`src/rtl/motor_ramp_ctrl.sv`:
```
// Dual-channel H-bridge PWM controller with per-period duty ramping and a
// ramp-down / dead-time sequence whenever a channel reverses direction.
module motor_ramp_ctrl #(
    parameter int CLK_DIV      = 10,
    parameter int PWM_PERIOD   = 100,
    parameter int RAMP_STEP    = 5,
    parameter int DEAD_PERIODS = 2
) (
    input  logic       clk,
    input  logic       rst_n,
    input  logic       cmd_valid,
    output logic       cmd_ready,
    input  logic       cmd_dir_a,
    input  logic       cmd_dir_b,
    input  logic [6:0] cmd_duty_a,
    input  logic [6:0] cmd_duty_b,
    output logic       A1_A,
    output logic       A1_B,
    output logic       B1_A,
    output logic       B1_B,
    output logic       busy
);

    localparam int PW  = (CLK_DIV > 1) ? $clog2(CLK_DIV) : 1;
    localparam int DCW = (DEAD_PERIODS > 1) ? $clog2(DEAD_PERIODS) : 1;

    localparam logic [PW-1:0]  PRESC_LAST = PW'(CLK_DIV - 1);
    localparam logic [6:0]     PERIOD_V   = 7'(PWM_PERIOD);
    localparam logic [6:0]     CNT_LAST   = 7'(PWM_PERIOD - 1);
    localparam logic [6:0]     STEP_V     = 7'(RAMP_STEP);
    localparam logic [DCW-1:0] DEAD_LAST  = DCW'(DEAD_PERIODS - 1);

    typedef enum logic [1:0] {
        ST_IDLE,
        ST_RUN,
        ST_RAMPDOWN,
        ST_DEAD
    } state_t;

    logic [PW-1:0] presc_reg;
    logic [6:0]    cnt_reg;
    logic          tick;
    logic          boundary;
    logic          accept;

    logic [1:0]      cmd_dir_arr;
    logic [1:0][6:0] cmd_tgt_arr;
    logic [1:0]      leg_a;
    logic [1:0]      leg_b;
    logic [1:0]      ch_hold;
    logic [1:0]      ch_busy;

    function automatic logic [6:0] clamp_duty(input logic [6:0] d);
        return (d > PERIOD_V) ? PERIOD_V : d;
    endfunction

    function automatic logic [6:0] ramp_toward(input logic [6:0] cur, input logic [6:0] tgt);
        logic [6:0] res;
        res = cur;
        if (cur < tgt) begin
            res = ((tgt - cur) > STEP_V) ? (cur + STEP_V) : tgt;
        end else if (cur > tgt) begin
            res = ((cur - tgt) > STEP_V) ? (cur - STEP_V) : tgt;
        end
        return res;
    endfunction

    function automatic logic [6:0] ramp_down(input logic [6:0] cur);
        return (cur > STEP_V) ? (cur - STEP_V) : 7'd0;
    endfunction

    assign tick     = (presc_reg == PRESC_LAST);
    assign boundary = tick && (cnt_reg == CNT_LAST);
    assign accept   = cmd_valid && cmd_ready;

    always_ff @(posedge clk or negedge rst_n) begin
        if (!rst_n) begin
            presc_reg <= '0;
            cnt_reg   <= 7'd0;
        end else begin
            presc_reg <= tick ? '0 : presc_reg + 1'b1;
            if (tick) begin
                cnt_reg <= (cnt_reg == CNT_LAST) ? 7'd0 : cnt_reg + 7'd1;
            end
        end
    end

    assign cmd_dir_arr[0] = cmd_dir_a;
    assign cmd_dir_arr[1] = cmd_dir_b;
    assign cmd_tgt_arr[0] = clamp_duty(cmd_duty_a);
    assign cmd_tgt_arr[1] = clamp_duty(cmd_duty_b);

    generate
        for (genvar gi = 0; gi < 2; gi++) begin : g_ch
            state_t           state_reg,       state_next;
            logic [6:0]       duty_reg,        duty_next;
            logic [6:0]       target_reg,      target_next;
            logic             dir_reg,         dir_next;
            logic             pend_dir_reg,    pend_dir_next;
            logic [6:0]       pend_target_reg, pend_target_next;
            logic [DCW-1:0]   dead_cnt_reg,    dead_cnt_next;
            logic             pwm;

            always_ff @(posedge clk or negedge rst_n) begin
                if (!rst_n) begin
                    state_reg       <= ST_IDLE;
                    duty_reg        <= 7'd0;
                    target_reg      <= 7'd0;
                    dir_reg         <= 1'b0;
                    pend_dir_reg    <= 1'b0;
                    pend_target_reg <= 7'd0;
                    dead_cnt_reg    <= '0;
                end else begin
                    state_reg       <= state_next;
                    duty_reg        <= duty_next;
                    target_reg      <= target_next;
                    dir_reg         <= dir_next;
                    pend_dir_reg    <= pend_dir_next;
                    pend_target_reg <= pend_target_next;
                    dead_cnt_reg    <= dead_cnt_next;
                end
            end

            // Commands are only accepted in IDLE/RUN; a command landing on a
            // boundary takes that boundary's step toward its own target.
            always_comb begin
                state_next       = state_reg;
                duty_next        = duty_reg;
                target_next      = target_reg;
                dir_next         = dir_reg;
                pend_dir_next    = pend_dir_reg;
                pend_target_next = pend_target_reg;
                dead_cnt_next    = dead_cnt_reg;
                if (accept) begin
                    if ((cmd_dir_arr[gi] == dir_reg) || (duty_reg == 7'd0)) begin
                        dir_next    = cmd_dir_arr[gi];
                        target_next = cmd_tgt_arr[gi];
                        if (boundary) begin
                            duty_next = ramp_toward(duty_reg, cmd_tgt_arr[gi]);
                        end
                        state_next = ((duty_next == 7'd0) && (cmd_tgt_arr[gi] == 7'd0)) ? ST_IDLE : ST_RUN;
                    end else begin
                        pend_dir_next    = cmd_dir_arr[gi];
                        pend_target_next = cmd_tgt_arr[gi];
                        state_next       = ST_RAMPDOWN;
                        if (boundary) begin
                            duty_next = ramp_down(duty_reg);
                            if (duty_next == 7'd0) begin
                                state_next    = ST_DEAD;
                                dead_cnt_next = '0;
                            end
                        end
                    end
                end else if (boundary) begin
                    case (state_reg)
                        ST_RUN: begin
                            duty_next = ramp_toward(duty_reg, target_reg);
                            if ((duty_next == 7'd0) && (target_reg == 7'd0)) begin
                                state_next = ST_IDLE;
                            end
                        end
                        ST_RAMPDOWN: begin
                            duty_next = ramp_down(duty_reg);
                            if (duty_next == 7'd0) begin
                                state_next    = ST_DEAD;
                                dead_cnt_next = '0;
                            end
                        end
                        ST_DEAD: begin
                            if (dead_cnt_reg == DEAD_LAST) begin
                                dir_next    = pend_dir_reg;
                                target_next = pend_target_reg;
                                duty_next   = ramp_toward(7'd0, pend_target_reg);
                                state_next  = (pend_target_reg == 7'd0) ? ST_IDLE : ST_RUN;
                            end else begin
                                dead_cnt_next = dead_cnt_reg + 1'b1;
                            end
                        end
                        default: ;
                    endcase
                end
            end

            // Only one leg ever carries PWM; the other is held low.
            always_comb begin
                pwm         = (cnt_reg < duty_reg) && (state_reg != ST_DEAD);
                leg_a[gi]   = dir_reg & pwm;
                leg_b[gi]   = ~dir_reg & pwm;
                ch_hold[gi] = (state_reg == ST_RAMPDOWN) || (state_reg == ST_DEAD);
                ch_busy[gi] = ch_hold[gi] || (duty_reg != target_reg);
            end
        end
    endgenerate

    assign cmd_ready = ~|ch_hold;
    assign busy      = |ch_busy;
    assign A1_A      = leg_a[0];
    assign A1_B      = leg_b[0];
    assign B1_A      = leg_a[1];
    assign B1_B      = leg_b[1];

endmodule

```
`config.mk`:
```
export PLATFORM = sky130hd
export DESIGN_NAME = motor_ramp_ctrl
export DESIGN_NICKNAME = d
export VERILOG_FILES = /design/src/rtl/motor_ramp_ctrl.sv
export SDC_FILE = /design/constraint.sdc
export NUM_CORES = 1
export LEC_CHECK = 0
export ABC_CLOCK_PERIOD_IN_PS = 9050
export BUFFER_PORTS_ARGS = -buffer_cell sky130_fd_sc_hd__buf_2
export CAP_MARGIN = 15
export CORE_MARGIN = 10
export CORE_UTILIZATION = 55
export DETAILED_ROUTE_END_ITERATION = 6
export HOLD_SLACK_MARGIN = 0.05
export MAX_ROUTING_LAYER = met4
export PLACE_DENSITY = 0.72
export SYNTH_ARGS = -nofsm -noshare
export SYNTH_HDL_FRONTEND = slang
export SYNTH_SLANG_ARGS = --single-unit
export TNS_END_PERCENT = 20
```
`constraint.sdc`:
```
create_clock -name clk -period 9.05 [get_ports clk]
set_input_delay 1.81 -clock clk [delete_from_list [all_inputs] [get_ports clk]]
set_output_delay 1.81 -clock clk [all_outputs]
set_load 0.01 [all_outputs]
```
# After elaboration in Yosys (flattened, before gate mapping)
# Cells that the tools add are included.
# word_totals
register_bits	63
in_bits	19
wordCells	258
# classes
add_sub_neg	18
order_cmp	30
n_eq_ne	24
mux	110
bitwise	8
reduce_logical	52
# op_table
cell	count
7-bit two-way mux	61
7-bit by 3-bit greater-than comparator with 1-bit output, second input constant	14
7-bit logical NOT	14
7-bit subtractor	8
7-bit less-than comparator	6
7-bit one-hot mux with 3 select lines	2
1-bit two-way mux	30
7-bit greater-than comparator	4
2-bit two-way mux	12
4-bit AND reduction	6
3-bit inequality test, second input constant	6
7-bit by 3-bit adder with 7-bit output, second input constant	2
1-bit by 7-bit greater-than comparator with 1-bit output, first input constant	2
7-bit greater-than comparator, second input constant	2
1-bit by 7-bit less-than comparator with 1-bit output, first input constant	2
7-bit inequality test	2
2-bit nonzero test	7
1-bit by 7-bit subtractor with 7-bit output, first input constant	2
7-bit by 3-bit subtractor with 7-bit output, second input constant	2
2-bit one-hot mux with 3 select lines	2
5-bit AND reduction	2
2-bit equality test, second input constant	4
1-bit logical AND	8
2-bit inequality test, second input constant	4
18 further kinds	38

# Depth between registers and ports, before layout
# Gate-level depths: netlist of run 1.
# logic_depth
ltp_word	15
mapped_depth	17
depth_no_buf	16

# Least setup slack after synthesis of run 1
# Ideal clock, no wire load.
# synth_path
path_kind	input to register
startpoint	input cmd_duty_a[4]
endpoint	register g_ch[0].state_reg[0]
setup_ns	0.125
arrival_ns	5.175
required_ns	8.925
setup_slack_ns	3.750
path_stages	14
path_cell_list	or3_1 nand3_1 nand2_1 ha_1 nor2b_1 o31ai_1 xnor2_1 nand3_1 nor3_4 mux2_2 a211oi_1 nand4_1 o32a_1 mux2_2
# synth_via
elab_chain_cells	15
# synth_rtl
element	line	source
from (decl)	15	input logic [6:0] cmd_duty_a,
7-bit greater-than comparator	54	return (d > PERIOD_V) ? PERIOD_V : d;
7-bit two-way mux (*)	54	
7-bit subtractor	63	res = ((cur - tgt) > STEP_V) ? (cur - STEP_V) : tgt;
7-bit by 3-bit greater-than comparator with 1-bit output	63	
7-bit two-way mux	63	
7-bit two-way mux	62	end else if (cur > tgt) begin
7-bit two-way mux	60	if (cur < tgt) begin
7-bit two-way mux	138	if (boundary) begin
7-bit two-way mux	135	if ((cmd_dir_arr[gi] == dir_reg) || (duty_reg == 7'd0)) begin
7-bit two-way mux	134	if (accept) begin
7-bit logical NOT	141	state_next = ((duty_next == 7'd0) && (cmd_tgt_arr[gi] == 7'd0)) ? ST_IDLE : ST_RUN;
1-bit logical AND (*)	141	
1-bit two-way mux (*)	141	
2-bit two-way mux (*)	135	
2-bit two-way mux (*)	134	
to (signal assigned)	114	state_reg <= state_next;
to (decl)	95	state_t state_reg, state_next;
# Every way passes the cells marked *; elsewhere a longest branch is shown, timed or not. The select of a mux whose other input is x is not followed.
# A chain may end at the register's enable or synchronous reset.

# Worst setup path in the final report of run 1
# Ends and elaborated chain as after synthesis.

==> impl_metrics.ini, run 1 <==
[run_status]
status = finished, final reports clean

[timing]
rsz0062_at_grt = no
fin_tns_setup_ns = 0
maxSlewViolCount = 0
setup-violations-final = 0
tightestPinTransition_ns = 1.03
clock.fmax_ghz = 0.181
worst_slack_ns = 3.51
hold_viol_final = 0
skew_ns = 0.00937
maxSlewHeadroom = 0.309
timing.final.crit_period_ns = 5.54
period_share = 0.612

[final_layout]
drive_gt1_frac = 0.0855
syn_to_final_growth_pct = 5.11
antennaDiodeCount = 0
nNetsFinal = 1223

[drt]
vias = 8863
antenna_left = 0
drt_drc_violations_left = 0
drt_wl_total_mm = 28.1
dr.pass1.iters = 6
vias_per_cell = 6.76
drtIter0Drc = 1205
wl_per_cell_um = 21.4

[logic_synthesis]
synthArstFlopShare = 1.00
synthCells = 1130
synth_top_family_by_area = compound AO/OA/AOI/OAI gates
ys.flop_type = dfrtp_1
synth_top_cell_by_area = dfrtp_1
synth-edff-count = 0
synth-seq-area-share = 0.186
ys_ff_latch = 63
synth_fa_ha_area_frac = 0.134
yosys_warnings = 0
synth_cell_types = 92
synth_xor_area_frac = 0.0392
synth_top_area_share = 0.186
synth_nets = 1235
synth.area.top_cells = dfrtp_1 19%, ha_1 11%, o21ai_0 6.7%, nand2_1 5.4%, nor2_1 4.4%
synth.avg_cell_area_um2 = 7.52
synth-compound-area-share = 0.286
synthSimpleGateAreaFrac = 0.236
syn-cell-area_mm2 = 0.00850
synthMuxAreaShare = 0.0536

[global_route]
use_met3 = 0.0439
overflow = 0
use_met1 = 0.398
grt.met2_usage = 0.391
grt_max_degree = 64
antenna_found_initial = 0
grt_pass1_vias = 8055
grtUsageTotal = 0.276
grt_pass1_wl_mm = 44.6
grt-busiest-layer = met1

[cts]
clock-sinks = 63
clk_pin_slew_ns = 0.06
clkLatencyLatePin_ns = 0.35
cts_root_buf = clkbuf_16
cts_resized = 0
cts_tree = built
cts_buffers = 9
cts_setup_buffers = 0
clk_path_buf_depth = 2
cts_hold_buf = 0
htree_levels = 3

[critical_path]
crit_chain = buf_2 > or3_1 > nand3_1 > nand2_1 > ha_1 > nor2b_1 > o31ai_1 > a21o_1 > nand3_1 > nor3_4 > mux2_2 > a211oi_1 > nand4_1 > o32a_1 > mux2_2
crit_type = input port to flop
arrival_ns = 5.77
endpoint_kind = flop
worstPathRequired_ns = 9.29
critPathBufInv = 1
cpPeakStageDelay_ns = 0.52
startpoint_type = input port
cp_slowest_cell = nor3_4
reg2reg_slack_ns = 4.14
path_delay_family = simple AND/OR/NAND/NOR gates
crit_fanout = 10

[floorplan]
die_area_mm2 = 0.0208
die_height_um = 144
start_util = 0.561
core.rowCount = 45
floorplan.io_pins = 25
core_mm2 = 0.0151
die_w_um = 144

[placement]
dpl_worst_slack_ns = 3.21
place.gp.congestion = 1.05
io_buffers = 24
dpl.hpwl_mm = 20.9

[power_and_ir_drop]
p_per_area_mw_per_mm2 = 79.8
ir_drop_mv = 0.0823
cellLeakagePower_uw = 0.00366

[worst_hold_path]
hold_path.class = flop to flop

[flow_run]
max_cap_violations = 0
-- Yosys cell counts (9+ instances only) --
master / count
a211oi_1: 26
a21o_1: 11
a21oi_1: 70
a221o_1: 9
a31oi_1: 11
buf_2: 10
clkbuf_1: 40
dfrtp_1: 63
ha_1: 78
inv_1: 72
mux2_2: 12
mux2i_1: 32
nand2_1: 123
nand2b_1: 12
nand3_1: 29
nand4_1: 9
nor2_1: 99
nor2b_1: 18
nor3_1: 27
nor4_1: 14
o211ai_1: 9
o21a_1: 13
o21ai_0: 113
o31ai_1: 11
xnor2_1: 25
xor2_1: 13
-- layout by cell type (no fill, tap or decap), drive strengths merged, types with 18 or more instances in the layout --
master and instances:
nor2b 18, nor3 29, ha 78, xnor2 25
nor2 99, o21ai 117, nand2 125, a21oi 72
buf 34, a211oi 27, nand3 29, mux2i 32
inv 73, dfrtp 63
-- cell families (layout without fill, tap and decap cells) --
group,Yosys count,in the layout
simple gates,402,402
flops,63,63
buf+inv,133,126
mux,44,44
fa+ha+maj,86,86
xor+xnor,38,38
compound gates,364,364
-- metal layers --
layer | vias up | routed length [µm]
met4 | 0 | 676
li1 | 4114 | -
met5 | - | 0
met1 | 4113 | 12600
met3 | 83 | 2890
met2 | 553 | 11900
-- metrics by stage --
stage	hold WS (ns)	area, µm²	util	total power [µW]	std cells
3_5_place_dp	0.498	8640	0.571	373	1294
3_3_place_gp	0.489	8640	0.571	373	1294
4_1_cts	0.511	8930	0.589	713	1310
6_report	0.503	8930	0.590	713	1311
2_1_floorplan	0.464	8500	-	347	1130
5_1_grt	0.549	8930	0.590	732	1311
-- worst min-delay path, stage by stage (launching register included) --
cell	delay [ns]
dfrtp_1	0.36
nand2_1	0.05
o21ai_0	0.06
-- final cells by class --
cell class,count,area (µm²)
multi-input combinational,934,6360
fill,1422,6210
sequential,63,1580
inverter,76,285
clock buffer,10,239
tap,188,235
timing repair buffer,34,193
clock inverter,6,43.8
-- report_power, final --
group / total (µW) / switching [µW] / internal, µW
sequential: 282 / 0 / 282
combinational: 87.9 / 57.9 / 30.0
clock: 343 / 149 / 194
-- worst paths after layout --
path,to,startpoint,cells after the start
setup reg to reg,g_ch[1].duty_reg[1],g_ch[1].duty_reg[3],11
setup / recovery,g_ch[0].state_reg[0],cmd_duty_a[4],15
min in group asynchronous,g_ch[0].pend_target_reg[2],rst_n,2
hold reg to reg,g_ch[1].pend_target_reg[5],g_ch[1].pend_target_reg[5],2
hold / removal,g_ch[1].pend_target_reg[5],g_ch[1].pend_target_reg[5],2
max in group asynchronous,g_ch[1].target_reg[4],rst_n,2
Note: power is estimated with default switching activity, not from simulation.
==> inputs of run 2 (changes only) <==
- ABC_AREA: unset -> 1
- ABC_CLOCK_PERIOD_IN_PS: 9050 -> 5700
- clock period: 9.05 -> 5.7 ns (I/O delays scaled with it)
==> impl_metrics.ini, run 2 <==
[logic_synthesis]
synthArstFlopShare = 1.00
synth-seq-area-share = 0.184
syn-cell-area_mm2 = 0.00856
synth-edff-count = 0
synthCells = 1370
synth_nets = 1474
synth.avg_cell_area_um2 = 6.25
ys_ff_latch = 63
synth_top_area_share = 0.184
synthTopCellsByCount = 408 x nand2_1, 169 x inv_1, 115 x nand3_1, 100 x nor2_1, 80 x o21ai_0
synth_top_cell_by_area = dfrtp_1
ys.flop_type = dfrtp_1
yosys_warnings = 0
post-synth-top-count-cell = nand2_1
synth_cell_types = 56
synth.area.top_cells = dfrtp_1 18%, nand2_1 18%, ha_1 11%, inv_1 7.4%, nand3_1 6.7%

[critical_path]
endpoint_kind = output port
startpoint_type = flop
worstPathRequired_ns = 4.56
reg2reg_slack_ns = 1.65
rr_startpoint = g_ch[0].duty_reg[4]
crit_fanout = 9
reg2regPathDepth = 16
arrival_ns = 3.03
crit_type = flop to output port
crit_path_end = busy
startpoint = g_ch[1].duty_reg[4]
r2r_end = g_ch[0].state_reg[1]

[final_layout]
drive_gt1_frac = 0.0736
fin_area_mm2 = 0.00907
multiInputGateArea_mm2 = 0.00614
antennaDiodeCount = 0
n_fill_cell = 1550
final_common_cell = nand2_1
nNetsFinal = 1485
ff_latch_area_mm2 = 0.00158
final_cell_mix = 408 x nand2_1, 169 x inv_1, 115 x nand3_1
postLayoutCoreUtil = 0.597
syn_to_final_growth_pct = 6.04

[cts]
clk_pin_slew_ns = 0.06
cts_root_buf = clkbuf_16
htree_levels = 3
cts_buffers = 9
clock-sinks = 63
clkLatencyLatePin_ns = 0.35
cts_resized = 0
clk_path_buf_depth = 2
cts_tree = built
cts_hold_buf = 0
cts_setup_buffers = 0

[worst_hold_path]
hold_path.class = flop to flop

[timing]
fin_tns_setup_ns = 0
setup-violations-final = 0
maxSlewViolCount = 0
period_share = 0.732
maxSlewHeadroom = 0.294
rsz0062_at_grt = no
clock.fmax_ghz = 0.240
skew_ns = 0.0127
timing.final.crit_period_ns = 4.17
tightestPinTransition_ns = 1.06
hold_viol_final = 0

[global_route]
grtUsageTotal = 0.291
overflow = 0
grt_max_degree = 64
antenna_found_initial = 0
grt_pass1_vias = 8593
grt_pass1_wl_mm = 46.4

[floorplan]
die_height_um = 145
die_area_mm2 = 0.0209
die_w_um = 145
core.rowCount = 45
start_util = 0.563
floorplan.io_pins = 25
core_mm2 = 0.0152

[power_and_ir_drop]
p_per_area_mw_per_mm2 = 127
ir_drop_mv = 0.127
cellLeakagePower_uw = 0.00481

[drt]
drt_wl_total_mm = 29.4
antenna_left = 0
drtIter0Drc = 1054
vias_per_cell = 6.06
vias = 9543
drt_drc_violations_left = 0
wl_per_cell_um = 18.7
dr.pass1.iters = 6

[run_status]
status = finished, final reports clean

[placement]
io_buffers = 24
place.gp.congestion = 1.05
dpl.hpwl_mm = 22.5
placed_area_mm2 = 0.00879

[flow_run]
max_cap_violations = 0
==> run 2: cell count changes in the layout (fill, tap and decap cells not counted), moves of 18 or more <==
cell	delta
nand2_1	+285
inv_1	+97
nand3_1	+86
nand4_1	+58
o21ai_0	-33
mux2i_1	-32
a211oi_1	-26
xnor2_1	-24
nor2b_1	-18
nor3_1	-18
o211ai_1	+18
==> run 2: area by class of cell <==
| class | count | share of cell area |
|---|---|---|
| Sequential cell | 63 | 0.174 |
| Inverter | 185 | 0.0765 |
| Tap cell | 188 | 0.0259 |
| Clock buffer | 10 | 0.0263 |
| Multi-Input combinational cell | 1095 | 0.677 |
| Timing Repair Buffer | 27 | 0.0157 |
| Clock inverter | 6 | 0.00510 |
==> run 2: cell families (layout without fill, tap and decap cells) <==
kind of cell | after synthesis | in the layout | synth area share
adder cells (fa/ha/maj) | 85 | 85 | 0.131
buffers and inverters | 212 | 228 | 0.0983
XOR/XNOR | 23 | 23 | 0.0244
AND/OR/NAND/NOR | 758 | 758 | 0.405
AO/OA/AOI/OAI | 229 | 229 | 0.157
flip-flops | 63 | 63 | 0.184
==> run 2: worst min path at each step <==
stage | slack (ns) | endpoint | startpoint | cells past startpoint
after floorplan | 0.45 | g_ch[0].pend_dir_reg | g_ch[0].pend_dir_reg | 2
after global placement | 0.47 | g_ch[1].pend_dir_reg | g_ch[1].pend_dir_reg | 2
after detailed placement | 0.48 | g_ch[1].pend_dir_reg | g_ch[1].pend_dir_reg | 2
after CTS | 0.49 | g_ch[1].pend_dir_reg | g_ch[1].pend_dir_reg | 2
after global routing | 0.53 | g_ch[1].pend_dir_reg | g_ch[1].pend_dir_reg | 2
final | 0.49 | g_ch[1].pend_dir_reg | g_ch[1].pend_dir_reg | 2
==> run 2: power by group <==
part           total, µW  switching (µW)  internal (µW)
combinational        172             123           48.8
clock                537             229            308
sequential           447               0            447
==> run 2: worst max-delay path, stage by stage, from the launching register on <==
cell      delay (ns)
dfrtp_1         0.64
clkinv_1        0.53
ha_1            0.63
nand2_2         0.10
nor2_2          0.16
nand4_1         0.14
clkinv_1        0.20
nand3_1         0.11
buf_2           0.17
==> run 2: per-stage QoR <==
step / instances / total power, µW / hold slack (ns) / worst slack, ns
2_1_floorplan: 1370 / 573 / 0.454 / 2.00
3_3_place_gp: 1558 / 623 / 0.470 / 1.27
3_5_place_dp: 1558 / 623 / 0.480 / 1.31
4_1_cts: 1574 / 1160 / 0.492 / 1.63
5_1_grt: 1574 / 1200 / 0.530 / 1.16
6_report: 1574 / 1160 / 0.486 / 1.53
==> run 2: per-layer routing <==
metal	track usage	share of wire
met1	0.410	0.45
met2	0.417	0.42
met4	0.0761	0.020
met3	0.0574	0.11
met5	-	0
